**src/rtl/sdram_client_arbiter_pkg.sv**
```systemverilog
// Shared widths, FSM state encoding and client identifiers for the two-client SDRAM front end.
package sdram_client_arbiter_pkg;

    localparam int SDRAM_ADDR_W = 24;
    localparam int SDRAM_DATA_W = 32;

    typedef enum logic [2:0] {
        ST_IDLE  = 3'd0,
        ST_ISSUE = 3'd1,
        ST_WAIT  = 3'd2,
        ST_ACK   = 3'd3,
        ST_DRAIN = 3'd4
    } state_t;

    typedef enum logic {
        CLIENT_A = 1'b0,
        CLIENT_B = 1'b1
    } client_t;

    function automatic client_t other_client(input client_t c);
        return (c == CLIENT_A) ? CLIENT_B : CLIENT_A;
    endfunction

endpackage

```
**src/rtl/sdram_client_arbiter_rr_arb2.sv**
```systemverilog
// Two-way grant selection: round-robin on ties when RR_ENABLE, otherwise client A always wins ties.
module sdram_rr_arb2
    import sdram_client_arbiter_pkg::*;
#(
    parameter bit RR_ENABLE = 1'b1
) (
    input  logic    clk,
    input  logic    rst,
    input  logic    a_req,
    input  logic    b_req,
    input  logic    update,
    input  client_t granted,
    output client_t pick,
    output logic    any_req
);

    client_t last_grant;

    // Starting from B lets A win the first tie after reset.
    always_ff @(posedge clk) begin
        if (rst) begin
            last_grant <= CLIENT_B;
        end else if (update) begin
            last_grant <= granted;
        end
    end

    always_comb begin
        pick = CLIENT_A;
        if (a_req && b_req) begin
            pick = RR_ENABLE ? other_client(last_grant) : CLIENT_A;
        end else if (b_req) begin
            pick = CLIENT_B;
        end
    end

    assign any_req = a_req | b_req;

endmodule

```
**src/rtl/sdram_client_arbiter.sv**
```systemverilog
// Two-client front end for sdram_controller3: arbitrates, issues one transaction at a time,
// waits for the controller's completion edge (or a timeout) and returns the result to the winner.
module sdram_client_arbiter
    import sdram_client_arbiter_pkg::*;
#(
    parameter int TIMEOUT_CYCLES = 255,
    parameter bit RR_ENABLE      = 1'b1
) (
    input  logic                    CLOCK_50,
    input  logic                    rst,
    input  logic                    a_req,
    input  logic                    a_we,
    input  logic [SDRAM_ADDR_W-1:0] a_addr,
    input  logic [SDRAM_DATA_W-1:0] a_wdata,
    output logic                    a_ack,
    output logic [SDRAM_DATA_W-1:0] a_rdata,
    input  logic                    b_req,
    input  logic                    b_we,
    input  logic [SDRAM_ADDR_W-1:0] b_addr,
    input  logic [SDRAM_DATA_W-1:0] b_wdata,
    output logic                    b_ack,
    output logic [SDRAM_DATA_W-1:0] b_rdata,
    output logic [SDRAM_ADDR_W-1:0] address,
    output logic                    req_read,
    output logic                    req_write,
    output logic [SDRAM_DATA_W-1:0] data_in,
    input  logic [SDRAM_DATA_W-1:0] data_out,
    input  logic                    data_valid,
    input  logic                    write_complete,
    output logic                    timeout_err
);

    localparam logic [7:0] TIMEOUT_LIM = 8'(TIMEOUT_CYCLES);

    state_t                  state;
    state_t                  state_next;
    client_t                 grant;
    client_t                 pick;
    logic                    any_req;
    logic                    op;
    logic [7:0]              timer;
    logic                    dv_q;
    logic                    wc_q;
    logic                    dv_rise;
    logic                    wc_rise;
    logic                    done_ok;
    logic                    done_timeout;
    logic                    sel_we;
    logic [SDRAM_ADDR_W-1:0] sel_addr;
    logic [SDRAM_DATA_W-1:0] sel_wdata;
    logic [SDRAM_DATA_W-1:0] result;

    sdram_rr_arb2 #(
        .RR_ENABLE(RR_ENABLE)
    ) u_arb (
        .clk    (CLOCK_50),
        .rst    (rst),
        .a_req  (a_req),
        .b_req  (b_req),
        .update (state == ST_ACK),
        .granted(grant),
        .pick   (pick),
        .any_req(any_req)
    );

    assign dv_rise = data_valid & ~dv_q;
    assign wc_rise = write_complete & ~wc_q;

    // Only the edge matching the latched operation counts; the other type is ignored.
    assign done_ok      = op ? wc_rise : dv_rise;
    assign done_timeout = !done_ok && ((timer + 8'd1) == TIMEOUT_LIM);
    assign result       = (done_ok && !op) ? data_out : '0;

    assign sel_we    = (pick == CLIENT_B) ? b_we    : a_we;
    assign sel_addr  = (pick == CLIENT_B) ? b_addr  : a_addr;
    assign sel_wdata = (pick == CLIENT_B) ? b_wdata : a_wdata;

    always_ff @(posedge CLOCK_50) begin
        if (rst) begin
            state <= ST_DRAIN;
        end else begin
            state <= state_next;
        end
    end

    always_comb begin
        state_next = state;
        case (state)
            ST_IDLE:  if (any_req) state_next = ST_ISSUE;
            ST_ISSUE: state_next = ST_WAIT;
            ST_WAIT:  if (done_ok || done_timeout) state_next = ST_ACK;
            ST_ACK:   state_next = ST_DRAIN;
            // Wait out any lingering completion level so it cannot complete the next transaction.
            ST_DRAIN: if (!data_valid && !write_complete) state_next = ST_IDLE;
            default:  state_next = ST_DRAIN;
        endcase
    end

    always_ff @(posedge CLOCK_50) begin
        if (rst) begin
            dv_q        <= 1'b0;
            wc_q        <= 1'b0;
            grant       <= CLIENT_A;
            op          <= 1'b0;
            timer       <= '0;
            address     <= '0;
            data_in     <= '0;
            req_read    <= 1'b0;
            req_write   <= 1'b0;
            a_ack       <= 1'b0;
            b_ack       <= 1'b0;
            a_rdata     <= '0;
            b_rdata     <= '0;
            timeout_err <= 1'b0;
        end else begin
            dv_q      <= data_valid;
            wc_q      <= write_complete;
            req_read  <= 1'b0;
            req_write <= 1'b0;
            a_ack     <= 1'b0;
            b_ack     <= 1'b0;
            case (state)
                ST_IDLE: begin
                    if (any_req) begin
                        grant     <= pick;
                        op        <= sel_we;
                        address   <= sel_addr;
                        data_in   <= sel_wdata;
                        req_read  <= ~sel_we;
                        req_write <= sel_we;
                    end
                end
                ST_ISSUE: begin
                    timer <= '0;
                end
                ST_WAIT: begin
                    timer <= timer + 8'd1;
                    if (done_ok || done_timeout) begin
                        if (grant == CLIENT_B) begin
                            b_ack   <= 1'b1;
                            b_rdata <= result;
                        end else begin
                            a_ack   <= 1'b1;
                            a_rdata <= result;
                        end
                        if (done_timeout) begin
                            timeout_err <= 1'b1;
                        end
                    end
                end
                default: begin
                end
            endcase
        end
    end

endmodule

```
**config.mk**
```make
export PLATFORM = sky130hd
export DESIGN_NAME = sdram_client_arbiter
export DESIGN_NICKNAME = d
export VERILOG_FILES = /design/src/rtl/sdram_client_arbiter_pkg.sv /design/src/rtl/sdram_client_arbiter_rr_arb2.sv /design/src/rtl/sdram_client_arbiter.sv
export SDC_FILE = /design/constraint.sdc
export NUM_CORES = 1
export LEC_CHECK = 0
export ABC_AREA = 1
export CELL_PAD_IN_SITES_DETAIL_PLACEMENT = 1
export CELL_PAD_IN_SITES_GLOBAL_PLACEMENT = 1
export CORE_ASPECT_RATIO = 1.4
export CORE_MARGIN = 5
export CORE_UTILIZATION = 31
export CTS_CLUSTER_DIAMETER = 120
export DETAILED_ROUTE_END_ITERATION = 16
export GPL_TIMING_DRIVEN = 0
export PLACE_DENSITY_LB_ADDON = 0.1
export REMOVE_ABC_BUFFERS = 1
export SLEW_MARGIN = 20
export SYNTH_ARGS = -nofsm -noshare
export SYNTH_HDL_FRONTEND = slang
export SYNTH_SLANG_ARGS = --single-unit
```
**constraint.sdc**
```tcl
create_clock -name CLOCK_50 -period 5.65 [get_ports CLOCK_50]
set_input_delay 1.13 -clock CLOCK_50 [delete_from_list [all_inputs] [get_ports CLOCK_50]]
set_output_delay 1.13 -clock CLOCK_50 [all_outputs]
set_load 0.01 [all_outputs]
```
==> metrics.md <==
| Metric | Value |
|---|---|
| RSZ-0062 raised after global routing | no |
| Finished Cell Area | 0.0100 mm^2 |
| Mapped Avg Cell Area | 6.46 um^2 |
| Sequential element share of the synthesized area | 43.3% |
| Clock slew seen by the registers of the worst setup and hold paths | 60 ps |
| Initial antenna violation count | 2 |
| Vias in the first global route | 7055 |
| ANT nets after route | 0 |
| DP Area | 0.00940 mm^2 |
| Final number of setup-violating endpoints | 0 |
| Peak VDD IR | 0.214 mV |
| First-pass GRT wire length | 37.1 mm |
| LEAKAGE | 0.00426 uW |
| Number of synthesized flops with an enable pin | 0 |
| Clk sinks | 141 |
| Final HPWL DP | 16.2 mm |
| Worst Hold Class | reg2reg |
| Worst-Skew Late Latency | 430 ps |
| Num rows | 62 |
| Post-synth top flop | dfxtp_1 |
| Grt ovf | 0 |
| Largest net degree at the start of global routing | 72 |
| Routability cong. | 0.743 |
| Post-synth top area share | 43.3% |
| Vias per cell | 4.59 |
| Storage cell area | 0.00282 mm^2 |
| Synth area leader | dfxtp_1 |
| Mapped Area | 0.00652 mm^2 |
| FMAX | 0.310 GHz |
| Total number of vias | 6944 |
| Die width | 133 um |
| Status | completed |
| Die area | 0.0241 mm^2 |
| Final critical-path required period | 3220 ps |
| Hold Buf Count CTS | 0 |
| DRC | 0 |
| Synth warn | 0 |
| Chip height | 182 um |
| Syn-to-layout area delta | 53.4% |
| Worst Path Class, Setup | in2reg |
| IO Pins | 277 |
| Synth top cells by count | nand2_1, nor2_1, dfxtp_1 |
| Pre-CTS WS | 1920 ps |
| Syn Inst Count | 1010 |
| Worst Tran Pin Value | 1110 ps |
| R2R Path Start | grant |
| Fillers | 2634 |
| Synth top area cells | dfxtp_1, nand2_1, nor2_1, inv_1, a21oi_1 |
| CTS Buf Count | 17 |
| Count leader, synth | nand2_1 |
| WL final | 23.3 mm |
| Max Slew Vio Count | 0 |
| Clock buffer depth | 2 |
| Final worst slack | 2430 ps |
| Gr usage total | 19.2% |
| Initial Util | 31.6% |
| # resized after CTS | 0 |
| Max cap viols | 0 |
| Placeable core area | 0.0206 mm^2 |
| P per Cell Area | 253 mW/mm^2 |
| Nets | 1398 |
| Final Hold Fails | 0 |
| WL/cell | 15.4 um |
| Async SR Flop Fraction | 0% |
| CP max FO | 45 |
| First-pass DRT Iterations | 4 |
| I/O Buffers | 276 |
| Worst EP required | 5960 ps |
| TritonCTS clock tree | done |
| Netlist cell types | 28 |
| Final Skew | 15.5 ps |
| Critical path endpoint category | flip-flop |
| Final worst-path cycle share | 57.0% |
| Detailed Route Iter0 Violations | 224 |
| Postcts setup bufs | 0 |
| Seq cells post-synth | 141 |
| Data arrival time of the worst path | 3530 ps |
| Worst relative slew slack | 26.0% |
| Share of layout cells above drive strength 1 | 4.38% |
| Hold Path Origin | data_in[11] |
| Root Driver | clkbuf_16 |
| Worst setup SP type | primary input |
| CTS H-tree lvls | 4 |
| Crit. Startpoint | write_complete |
| Area occupied by multi-input gates | 0.00290 mm^2 |
==> where the power goes <==
part	internal, uW	total [uW]	switching [uW]
sequential	1020	1040	18.6
combinational	174	333	158
clock	716	1160	446
==> flip-flops by register name, indices dropped and copies added, names as in the netlist <==
| signal | cells |
|---|---|
| a_ack | 1 |
| a_rdata | 32 |
| address | 24 |
| b_ack | 1 |
| b_rdata | 32 |
| data_in | 32 |
| dv_q | 1 |
| grant | 1 |
| op | 1 |
| req_read | 1 |
| req_write | 1 |
| state | 3 |
| timeout_err | 1 |
| timer | 8 |
| u_arb.last_grant | 1 |
| wc_q | 1 |
==> through the flow <==
step,total power (uW),hold slack (ps),instances,TNS [ps],util [%]
2_1_floorplan,1180,453,946,0,-
3_3_place_gp,1400,451,1478,-11630,45.1
3_5_place_dp,1400,458,1481,0,45.6
4_1_cts,2580,465,1512,0,48.5
5_1_grt,2650,478,1513,0,48.5
6_report,2530,463,1513,0,48.5
==> critical path: stages <==
cell             delay, ps
clkdlybuf4s50_1        500
inv_1                   60
o31ai_1                330
inv_1                  130
nand2_4                400
nand3_4                600
nor2_1                 300
nor2_1                  70
==> cells in the final DEF, fill, tap and decap left out, drive strengths merged <==
cell type	instances
clkdlybuf4s50	275
nand2	252
nor2	218
dfxtp	141
inv	140
a21oi	65
o21ai	60
nand4	45
clkbuf	21
nand3	12
clkinv	5
buf	4
or2	3
bufinv	3
ha	2
o21bai	2
diode	1
o31ai	1
o311ai	1
o211ai	1
nor3	1
o21a	1
a31o	1
o2111ai	1
clkinvlp	1
==> layer usage <==
metal	vias up	track usage, %	routed length, um
met5	-	0	13
met4	2	5.32	246
met3	16	9.08	2210
met2	199	33.3	11300
met1	3157	21.0	9550
li1	3570	-	-
==> final timing paths <==
check,slack [ps],to,cells past startpoint
hold / removal,460,data_in[11],2
setup reg to reg,2640,a_rdata[29],5
hold reg to reg,460,data_in[11],2
setup / recovery,2430,a_rdata[12],8
==> cell families after synthesis <==
family / share of synthesized area, %
buffers and inverters: 12.5
adder cells (fa/ha/maj): 0.384
flip-flops: 43.3
AND/OR/NAND/NOR: 33.2
AO/OA/AOI/OAI: 10.6
==> layout make-up <==
class	count	share of cell area [%]
multi-input cells	666	29.0
repair buffers	279	28.3
flip-flops and latches	141	28.2
inverters	139	5.24
clock buffers	21	4.60
well taps	256	3.20
clock inverters	10	1.39
diodes	1	0.0250
No activity file was read; power rests on OpenSTA's default activity.
